$ cat src/rtl/multicycle_control_if.sv
// Control bundle between the multicycle MIPS controller and its datapath.
// The controller connects through the master modport, the datapath (or a
// bench standing in for it) through the slave modport.
//
// Memory handshake: the controller holds mem_read or mem_write high and
// keeps every other output stable for as long as it is waiting. The access
// completes on the rising edge where mem_ready is high. mem_ready is only
// looked at in FETCH, MEMRD and MEMWR, and mem_read and mem_write are never
// high together.
interface multicycle_control_if #(
  parameter int OPW = 6,
  parameter int FNW = 6
);
  // Fields from the instruction register and status from the datapath.
  logic [OPW-1:0] opcode;
  logic [FNW-1:0] funct;
  logic           zero;
  logic           mem_ready;

  // Control outputs to the datapath.
  logic           pc_en;
  logic           iord;
  logic           mem_read;
  logic           mem_write;
  logic           ir_write;
  logic           reg_write;
  logic           reg_dst;
  logic           mem_to_reg;
  logic           alu_src_a;
  logic [1:0]     alu_src_b;
  logic [1:0]     pc_source;
  logic [2:0]     operation;
  logic           illegal_op;
  logic [3:0]     state;

  modport master (
    input  opcode, funct, zero, mem_ready,
    output pc_en, iord, mem_read, mem_write, ir_write, reg_write, reg_dst,
           mem_to_reg, alu_src_a, alu_src_b, pc_source, operation,
           illegal_op, state
  );

  modport slave (
    output opcode, funct, zero, mem_ready,
    input  pc_en, iord, mem_read, mem_write, ir_write, reg_write, reg_dst,
           mem_to_reg, alu_src_a, alu_src_b, pc_source, operation,
           illegal_op, state
  );
endinterface

$ cat src/rtl/multicycle_control.sv
// Moore control FSM for the multicycle MIPS datapath. It handles lw, sw,
// R-type (add/sub/and/or/slt) and beq, one instruction at a time, and stalls
// memory accesses on mem_ready.
// Optional feature: define MC_CTRL_JUMP_EN to add the JUMP state for
// opcode 000010. When the macro is not defined, that opcode is decoded as
// illegal.
module multicycle_control #(
  parameter int OPW = 6,
  parameter int FNW = 6
) (
  input logic                 clk,
  input logic                 rst_n,
  multicycle_control_if.master bus
);

  typedef enum logic [3:0] {
    ST_FETCH  = 4'd0,
    ST_DECODE = 4'd1,
    ST_MEMADR = 4'd2,
    ST_MEMRD  = 4'd3,
    ST_MEMWB  = 4'd4,
    ST_MEMWR  = 4'd5,
    ST_EXEC   = 4'd6,
    ST_ALUWB  = 4'd7,
    ST_BRANCH = 4'd8,
    ST_JUMP   = 4'd9
  } state_t;

  localparam logic [OPW-1:0] OPC_RTYPE = OPW'(6'b000000);
  localparam logic [OPW-1:0] OPC_LW    = OPW'(6'b100011);
  localparam logic [OPW-1:0] OPC_SW    = OPW'(6'b101011);
  localparam logic [OPW-1:0] OPC_BEQ   = OPW'(6'b000100);
`ifdef MC_CTRL_JUMP_EN
  localparam logic [OPW-1:0] OPC_J     = OPW'(6'b000010);
`endif

  localparam logic [FNW-1:0] FN_ADD = FNW'(6'h20);
  localparam logic [FNW-1:0] FN_SUB = FNW'(6'h22);
  localparam logic [FNW-1:0] FN_AND = FNW'(6'h24);
  localparam logic [FNW-1:0] FN_OR  = FNW'(6'h25);
  localparam logic [FNW-1:0] FN_SLT = FNW'(6'h2A);

  localparam logic [2:0] ALU_AND = 3'b000;
  localparam logic [2:0] ALU_OR  = 3'b001;
  localparam logic [2:0] ALU_ADD = 3'b010;
  localparam logic [2:0] ALU_SUB = 3'b110;
  localparam logic [2:0] ALU_SLT = 3'b111;

  state_t state_q;
  state_t state_d;

  // Opcode classes. They are only meaningful from DECODE onward.
  logic is_lw;
  logic is_sw;
  logic is_rtype;
  logic is_beq;
  logic opcode_ok;
`ifdef MC_CTRL_JUMP_EN
  logic is_j;
`endif

  // R-type funct decode.
  logic       funct_ok;
  logic [2:0] funct_op;

  assign is_lw    = (bus.opcode == OPC_LW);
  assign is_sw    = (bus.opcode == OPC_SW);
  assign is_rtype = (bus.opcode == OPC_RTYPE);
  assign is_beq   = (bus.opcode == OPC_BEQ);
`ifdef MC_CTRL_JUMP_EN
  assign is_j      = (bus.opcode == OPC_J);
  assign opcode_ok = is_lw | is_sw | is_rtype | is_beq | is_j;
`else
  assign opcode_ok = is_lw | is_sw | is_rtype | is_beq;
`endif

  // Map funct to an ALU operation. An unknown funct is flagged for EXEC to reject.
  always_comb begin
    funct_ok = 1'b1;
    funct_op = ALU_ADD;
    case (bus.funct)
      FN_ADD:  funct_op = ALU_ADD;
      FN_SUB:  funct_op = ALU_SUB;
      FN_AND:  funct_op = ALU_AND;
      FN_OR:   funct_op = ALU_OR;
      FN_SLT:  funct_op = ALU_SLT;
      default: funct_ok = 1'b0;
    endcase
  end

  // State register. An asynchronous reset aborts any access in flight and lands in FETCH.
  always_ff @(posedge clk or negedge rst_n) begin
    if (!rst_n) begin
      state_q <= ST_FETCH;
    end else begin
      state_q <= state_d;
    end
  end

  // Next-state logic: sequence each instruction class and stall on mem_ready.
  always_comb begin
    state_d = state_q;
    case (state_q)
      ST_FETCH: begin
        if (bus.mem_ready) state_d = ST_DECODE;
      end
      ST_DECODE: begin
        if (is_lw || is_sw)   state_d = ST_MEMADR;
        else if (is_rtype)    state_d = ST_EXEC;
        else if (is_beq)      state_d = ST_BRANCH;
`ifdef MC_CTRL_JUMP_EN
        else if (is_j)        state_d = ST_JUMP;
`endif
        else                  state_d = ST_FETCH;
      end
      ST_MEMADR: begin
        state_d = is_sw ? ST_MEMWR : ST_MEMRD;
      end
      ST_MEMRD: begin
        if (bus.mem_ready) state_d = ST_MEMWB;
      end
      ST_MEMWB: begin
        state_d = ST_FETCH;
      end
      ST_MEMWR: begin
        if (bus.mem_ready) state_d = ST_FETCH;
      end
      ST_EXEC: begin
        state_d = funct_ok ? ST_ALUWB : ST_FETCH;
      end
      ST_ALUWB: begin
        state_d = ST_FETCH;
      end
      ST_BRANCH: begin
        state_d = ST_FETCH;
      end
`ifdef MC_CTRL_JUMP_EN
      ST_JUMP: begin
        state_d = ST_FETCH;
      end
`endif
      default: begin
        state_d = ST_FETCH;
      end
    endcase
  end

  // Output decode. Outputs are Moore from the state. The only exceptions are
  // the PC/IR load qualifiers (mem_ready, zero) and the decode-driven
  // illegal_op and ALU operation.
  always_comb begin
    bus.pc_en      = 1'b0;
    bus.iord       = 1'b0;
    bus.mem_read   = 1'b0;
    bus.mem_write  = 1'b0;
    bus.ir_write   = 1'b0;
    bus.reg_write  = 1'b0;
    bus.reg_dst    = 1'b0;
    bus.mem_to_reg = 1'b0;
    bus.alu_src_a  = 1'b0;
    bus.alu_src_b  = 2'b00;
    bus.pc_source  = 2'b00;
    bus.operation  = 3'b000;
    bus.illegal_op = 1'b0;
    case (state_q)
      ST_FETCH: begin
        // PC + 4 is computed while the instruction is read. The PC and IR load only when memory answers.
        bus.mem_read  = 1'b1;
        bus.alu_src_b = 2'b01;
        bus.operation = ALU_ADD;
        bus.ir_write  = bus.mem_ready;
        bus.pc_en     = bus.mem_ready;
      end
      ST_DECODE: begin
        // Compute the branch target speculatively into ALUOut.
        bus.alu_src_b  = 2'b11;
        bus.operation  = ALU_ADD;
        bus.illegal_op = ~opcode_ok;
      end
      ST_MEMADR: begin
        bus.alu_src_a = 1'b1;
        bus.alu_src_b = 2'b10;
        bus.operation = ALU_ADD;
      end
      ST_MEMRD: begin
        bus.iord     = 1'b1;
        bus.mem_read = 1'b1;
      end
      ST_MEMWB: begin
        bus.reg_write  = 1'b1;
        bus.mem_to_reg = 1'b1;
      end
      ST_MEMWR: begin
        bus.iord      = 1'b1;
        bus.mem_write = 1'b1;
      end
      ST_EXEC: begin
        bus.alu_src_a  = 1'b1;
        bus.operation  = funct_op;
        bus.illegal_op = ~funct_ok;
      end
      ST_ALUWB: begin
        bus.reg_write = 1'b1;
        bus.reg_dst   = 1'b1;
      end
      ST_BRANCH: begin
        // The compare is done by SUB. ALUOut still holds the target from DECODE.
        bus.alu_src_a = 1'b1;
        bus.operation = ALU_SUB;
        bus.pc_source = 2'b01;
        bus.pc_en     = bus.zero;
      end
`ifdef MC_CTRL_JUMP_EN
      ST_JUMP: begin
        bus.pc_source = 2'b10;
        bus.pc_en     = 1'b1;
      end
`endif
      default: begin
      end
    endcase
  end

  assign bus.state = state_q;

endmodule

$ cat src/flat_wrapper.sv
// flat-port wrapper written by rule: the top's interface ports become plain ports
module multicycle_control_flat 
#(
  parameter int OPW = 6,
  parameter int FNW = 6
)
  (clk, rst_n, bus_opcode, bus_funct, bus_zero, bus_mem_ready, bus_pc_en, bus_iord, bus_mem_read, bus_mem_write, bus_ir_write, bus_reg_write, bus_reg_dst, bus_mem_to_reg, bus_alu_src_a, bus_alu_src_b, bus_pc_source, bus_operation, bus_illegal_op, bus_state);
  multicycle_control_if #(.OPW(OPW), .FNW(FNW)) bus_i ();
  input logic clk;
  input logic rst_n;
  input wire logic [$bits(bus_i.opcode)-1:0] bus_opcode;
  input wire logic [$bits(bus_i.funct)-1:0] bus_funct;
  input wire logic [$bits(bus_i.zero)-1:0] bus_zero;
  input wire logic [$bits(bus_i.mem_ready)-1:0] bus_mem_ready;
  output wire logic [$bits(bus_i.pc_en)-1:0] bus_pc_en;
  output wire logic [$bits(bus_i.iord)-1:0] bus_iord;
  output wire logic [$bits(bus_i.mem_read)-1:0] bus_mem_read;
  output wire logic [$bits(bus_i.mem_write)-1:0] bus_mem_write;
  output wire logic [$bits(bus_i.ir_write)-1:0] bus_ir_write;
  output wire logic [$bits(bus_i.reg_write)-1:0] bus_reg_write;
  output wire logic [$bits(bus_i.reg_dst)-1:0] bus_reg_dst;
  output wire logic [$bits(bus_i.mem_to_reg)-1:0] bus_mem_to_reg;
  output wire logic [$bits(bus_i.alu_src_a)-1:0] bus_alu_src_a;
  output wire logic [$bits(bus_i.alu_src_b)-1:0] bus_alu_src_b;
  output wire logic [$bits(bus_i.pc_source)-1:0] bus_pc_source;
  output wire logic [$bits(bus_i.operation)-1:0] bus_operation;
  output wire logic [$bits(bus_i.illegal_op)-1:0] bus_illegal_op;
  output wire logic [$bits(bus_i.state)-1:0] bus_state;
  assign bus_i.opcode = bus_opcode;
  assign bus_i.funct = bus_funct;
  assign bus_i.zero = bus_zero;
  assign bus_i.mem_ready = bus_mem_ready;
  assign bus_pc_en = bus_i.pc_en;
  assign bus_iord = bus_i.iord;
  assign bus_mem_read = bus_i.mem_read;
  assign bus_mem_write = bus_i.mem_write;
  assign bus_ir_write = bus_i.ir_write;
  assign bus_reg_write = bus_i.reg_write;
  assign bus_reg_dst = bus_i.reg_dst;
  assign bus_mem_to_reg = bus_i.mem_to_reg;
  assign bus_alu_src_a = bus_i.alu_src_a;
  assign bus_alu_src_b = bus_i.alu_src_b;
  assign bus_pc_source = bus_i.pc_source;
  assign bus_operation = bus_i.operation;
  assign bus_illegal_op = bus_i.illegal_op;
  assign bus_state = bus_i.state;
  multicycle_control #(.OPW(OPW), .FNW(FNW)) u_core (.clk(clk), .rst_n(rst_n), .bus(bus_i));
endmodule
$ cat config.mk
export PLATFORM = sky130hd
export DESIGN_NAME = multicycle_control_flat
export DESIGN_NICKNAME = d
export VERILOG_FILES = /design/src/rtl/multicycle_control_if.sv /design/src/rtl/multicycle_control.sv /design/src/flat_wrapper.sv
export SDC_FILE = /design/constraint.sdc
export NUM_CORES = 1
export LEC_CHECK = 0
export ABC_AREA = 1
export CORE_AREA = 5 5 46 48
export DETAILED_ROUTE_END_ITERATION = 7
export DIE_AREA = 0 0 51 53
export PLACE_DENSITY = 0.72
export SLEW_MARGIN = 20
export SYNTH_ARGS = -nofsm -noshare
export SYNTH_HDL_FRONTEND = slang
export SYNTH_SLANG_ARGS = --single-unit
$ cat constraint.sdc
create_clock -name clk -period 1.6 [get_ports clk]
set_clock_uncertainty 0.15 [all_clocks]
set_input_delay 0.32 -clock clk [delete_from_list [all_inputs] [get_ports clk]]
set_output_delay 0.32 -clock clk [all_outputs]
set_load 0.02 [all_outputs]
# [Word-level counts from Yosys, hierarchy flattened]
# Index checks and enable logic that the tools add are counted.
[word_totals] ff_bits=4 in_bits=16 wordCells=59
[op_classes] eq_ne=19 n_mux=24 bitwise_logic=5 reduce_logical=10
[op_table] cell="$eq 6x6->1 const B" count=7
[op_table] cell="$mux 4" count=6
[op_table] cell="$pmux 4 s6" count=1
[op_table] cell="$eq 4x3->1 const B" count=4
[op_table] cell="$pmux 3 s4" count=1
[op_table] cell="$mux 1" count=10
[op_table] cell="$pmux 3 s3" count=1
[op_table] cell="$eq 4x2->1 const B" count=2
[op_table] cell="$eq 6x3->1 const B" count=1
[op_table] cell="$logic_not 6->1" count=1
[op_table] cell="$mux 3" count=2
[op_table] cell="$ne 2x2->1 const B" count=3
[op_table] cell="$pmux 2 s3" count=1
[op_table] cell="$reduce_or 2->1" count=3
[op_table] cell="$reduce_or 3->1" count=2
[op_table] cell="$reduce_or 5->1" count=1
[op_table] cell="$eq 4x1->1 const B" count=1
[op_table] cell="$eq 4x4->1 const B" count=1
[op_table] cell="$logic_not 4->1" count=1
[op_table] cell="$pmux 1 s2" count=2
[op_table] cell="$or 1x1->1" count=3
[op_table] cell="$reduce_and 3->1" count=1
[op_table] cell="$not 1->1" count=2
[op_table] cell="$logic_or 1x1->1" count=1

# [Logic depth before layout (Yosys ltp)]
# Gate-level depths: netlist of the first run.
[depth] depth_word=6 depth_mapped=8 depth_no_buf=8

# [Worst setup path after synthesis of the first run]
# No wires, ideal clock.
[synth_timing] kind="reg2out" start="register u_core.state_q[0], in the netlist u_core.bus.state[0]" end="output bus_pc_en" arrival_ns=1.425 required_ns=1.130 setup_slack_ns=-0.295 stages_incl_launch_ff=7 n_path_buf=1 path_cell_list="dfrtp_1 -> buf_6 -> nor2_1 -> nand2_1 -> nor2_2 -> nand2_1 -> o21ai_0"
[synth_between] elab_chain_len=2
[synth_lines] item="start, declared" line_no="multicycle_control.sv:49" rtl="state_t state_q;"
[synth_lines] item="start signal, assigned" line_no="multicycle_control.sv:96" rtl="state_q <= state_d;"
[synth_lines] item="$eq 4x4->1 / $logic_not 4->1 (equally long branches)" line_no="multicycle_control.sv:165" rtl="case (state_q)"
[synth_lines] item="$pmux 1 s2 *" line_no="multicycle_control.sv:165"
[synth_lines] item="end, declared" line_no="flat_wrapper.sv:15" rtl="output wire logic [$bits(bus_i.pc_en)-1:0] bus_pc_en;"
# Every way passes the cells marked *; elsewhere a longest branch is shown, timed or not.

# [Worst setup path after layout of the first run]
[layout_timing] start="register u_core.state_q[3], in the netlist u_core.bus.state[3]" end="output bus_operation[0]"
[layout_between] elab_chain_len=3
[layout_lines] item="$eq 4x2->1 (tied with other cells)" line_no="multicycle_control.sv:165"
[layout_lines] item="$reduce_or 3->1 (no line)"
[layout_lines] item="$pmux 3 s3 *" line_no="multicycle_control.sv:165"
[layout_lines] item="end, declared" line_no="flat_wrapper.sv:26" rtl="output wire logic [$bits(bus_i.operation)-1:0] bus_operation;"
# Marks and branches as above.

==> results of run 1 <==
[cell type report]
class | instances | area [um2] | share of cell area, %
Inverter | 16 | 72.6 | 4.98
Timing Repair Buffer | 75 | 683 | 46.9
Multi-Input combinational cell | 74 | 553 | 37.9
Tap cell | 17 | 21.3 | 1.46
Clock buffer | 3 | 22.5 | 1.55
Sequential cell | 4 | 105 | 7.21
[what timing repair did]
action	4_1_cts	5_1_grt
pin swaps	20	8
hold buffers	0	0
buffers inserted	12	7
resized for setup	137	30
endpoints found under the setup margin	22	21
[per-layer routing]
layer / GRT usage (%) / part of all wire [%] / up-vias
li1: - / - / 455
met1: 20.3 / 39 / 452
met2: 38.4 / 55 / 32
met3: 1.69 / 3.2 / 10
met4: 9.42 / 2.9 / 0
met5: 0 / 0 / -
[path summary, 6_finish.rpt]
| kind | endpoint | start | cells after the start | slack [ns] |
|---|---|---|---|---|
| worst max-delay path | bus_operation[0] | u_core.bus.state[3]$_DFFE_PN0P_ | 6 | -0.32 |
| worst min-delay path | u_core.bus.state[2]$_DFFE_PN0P_ | rst_n | 1 | 0.14 |
| worst max register to register | u_core.bus.state[0]$_DFFE_PN0P_ | u_core.bus.state[0]$_DFFE_PN0P_ | 8 | -0.15 |
| worst min register to register | u_core.bus.state[3]$_DFFE_PN0P_ | u_core.bus.state[2]$_DFFE_PN0P_ | 4 | 0.66 |
| max in group asynchronous | u_core.bus.state[3]$_DFFE_PN0P_ | rst_n | 1 | 0.96 |
| min in group clk | u_core.bus.state[1]$_DFFE_PN0P_ | bus_opcode[4] | 5 | 0.48 |
[worst max-delay path: stages, from the launching register on]
cell	delay [ns]
sky130_fd_sc_hd__dfrtp_2	0.46
sky130_fd_sc_hd__nor2_4	0.15
sky130_fd_sc_hd__nand2_2	0.10
sky130_fd_sc_hd__inv_2	0.08
sky130_fd_sc_hd__nand4_1	0.14
sky130_fd_sc_hd__o21ai_2	0.16
sky130_fd_sc_hd__buf_6	0.13
[through the flow]
stage	area (um2)	setup slack [ns]	hold WS (ns)	cells	setup TNS [ns]
floorplan	586	-0.0630	-0.126	96	-0.176
global placement	1130	-0.793	0.378	171	-8.26
detailed placement	1130	-0.920	0.378	171	-8.92
CTS	1340	-0.235	0.142	185	-2.85
global route	1460	-0.370	0.144	189	-5.24
finish	1460	-0.325	0.138	189	-4.11
[power breakdown]
part	internal (mW)	leakage, nW	switching [mW]
Sequential	0.135	0.0474	0.0788
Combinational	0.899	0.668	0.925
Clock	0.0843	0.0138	0.0461
[kinds of logic (layout without fill, tap and decap cells)]
family	Yosys count	after routing	share of synthesized area, %
buffers and inverters	18	94	14.8
and+or+nand+nor	64	64	54.6
other	1	1	0.705
DFF	4	4	18.8
AOI/OAI and AO/OA	9	9	11.1
[synthesized netlist by cell type]
cell type	count	area, um2
sky130_fd_sc_hd__nor3_2	1	10.0
sky130_fd_sc_hd__nor2_2	5	31.3
sky130_fd_sc_hd__inv_1	14	52.6
sky130_fd_sc_hd__nand3_1	9	45.0
sky130_fd_sc_hd__buf_4	1	7.51
sky130_fd_sc_hd__buf_6	1	11.3
sky130_fd_sc_hd__dfrtp_1	4	100
sky130_fd_sc_hd__o21ai_1	1	5.00
sky130_fd_sc_hd__and3_1	1	6.26
sky130_fd_sc_hd__nand3_2	1	10.0
sky130_fd_sc_hd__nand2_1	22	82.6
sky130_fd_sc_hd__o21ai_2	2	17.5
sky130_fd_sc_hd__inv_2	2	7.51
sky130_fd_sc_hd__nand2_2	2	12.5
sky130_fd_sc_hd__nor3_1	1	5.00
sky130_fd_sc_hd__o211ai_1	1	7.51
sky130_fd_sc_hd__nand4_1	2	12.5
sky130_fd_sc_hd__a21oi_1	1	5.00
sky130_fd_sc_hd__conb_1	1	3.75
sky130_fd_sc_hd__nor2_1	20	75.1
sky130_fd_sc_hd__o2111ai_1	1	8.76
sky130_fd_sc_hd__o21ai_0	3	15.0
[placed cells by master (no fill, tap or decap), drive strengths merged]
master	instances
a21oi	1
dlygate4sd2	7
clkbuf	3
and3	1
nor3	2
nand2	24
nand4	2
inv	16
clkdlybuf4s50	10
conb	1
dfrtp	4
nand3	10
buf	58
nor2	25
o2111ai	1
o21ai	6
o211ai	1
==> summary.txt, run 1 <==
Drt
  – Wire length per cell after detailed routing: between 15 and 20 um
  – Via-to-Cell Ratio: 5.02
  – Number of nets still failing antenna checks after routing: 0
  – Detailed-route DRC error count: 0
  – Detailed router's first-iteration violation count: 24
  – Initial DRT Pass Iterations: 4
  – Via count: 949
  – Total Wirelength: 2980 um

Run
  – Max-capacitance violation count: 0

STA
  – Min Clock Period, post-route: a little under 2 ns
  – Setup ws final: -0.325 ns
  – Number of endpoints with negative hold slack in the final report: 0
  – Max Transition Viols Final: 0
  – Fmax achieved: 0.520 GHz
  – Unrepaired setup endpoints after global routing: yes
  – Number of endpoints failing setup at the final stage: 20
  – Fin crit share: 120%

Setup path
  – Kind of critical path: reg -> out
  – Data required time of the critical path: 1.13 ns
  – Capturing element type of the critical path: primary output
  – Largest fanout on the critical path: 4
  – Arrival time of the worst setup path: approximately 1.5 ns
  – Critical path launch point type: flop

Clocking
  – Total clock buffers created by CTS: 3
  – Sinks on the clock net: 4
  – Clock-pin slew on the worst setup and hold paths: roughly 0.050 ns
  – CTS tree: built
  – Clock insertion delay at the later pin of the skew report: approximately 0.24 ns
  – Cell at the root of the clock tree: sky130_fd_sc_hd__clkbuf_4
  – Number of buffers on the longest clock path: 2
  – Number of H-tree levels: 1

Power
  – Overall power consumption: around 2.2 mW
  – Static leakage: 0.729 nW
  – P per Cell Area: 1490 nW/um2
  – Max VDD drop: 1.43 mV

Synthesis
  – Syn Area/Cell: between 5 and 6 um2
  – Seq/Total Area, Yosys: about a fifth
  – Synth Register Bits: 4
  – Post-synthesis instance area: ~530 um2
  – Synth warnings: 0
  – Nets in the synthesized netlist: roughly 110
  – Post-synthesis instance total: between 90 and 100
  – Count of unique library cells instantiated by Yosys: 22

Global route
  – Total grt overflow: 0
  – Wire length of the first global-routing pass: between 3000 and 4000 um
  – Via count of the first global-routing pass: approximately 890
  – Overall fraction of global-route tracks in use: between 15 and 20%
  – Largest net degree at the start of global routing: 7
  – Antenna violations before repair: 0

Hold path
  – Kind of path behind the tightest hold check: in -> async

Floorplan
  – Number of ports placed on the die boundary: 37
  – Horiz. Die Dim: a little over 50 um
  – Rows: 15
  – Starting utilization of the core area: approximately a third
  – Placeable Area: 1670 um2
  – Die area: 2700 um2
  – Vert. Die Dim: ~53 um

Final layout
  – Layout filler cell count: 92
  – Finished Core Util: roughly 87%
  – # diodes: 0
  – Net total in the final layout: 190
  – Flip-flop count of the largest register, all copies and words added: 4
  – Layout Area Growth over Synthesis: 174%
  – Fraction of layout cells with a size suffix above 1: ~67%

Placement
  – Weighted congestion reported at the end of routability-driven placement: 0.819
  – DP Wirelength: roughly 1600 um
  – Port buffer count: 35

Run status
  – Result of the run: complete, but fails checks
  – Failing checks: negative setup slack
No activity file was read; power rests on OpenSTA's default activity.
==> inputs of run 2 (changes only) <==
Settings changed: CTS_CLUSTER_DIAMETER from default to 100.
==> results of run 2 <==
Same layout as run 1: the final DEF is identical, and so are final timing and power.
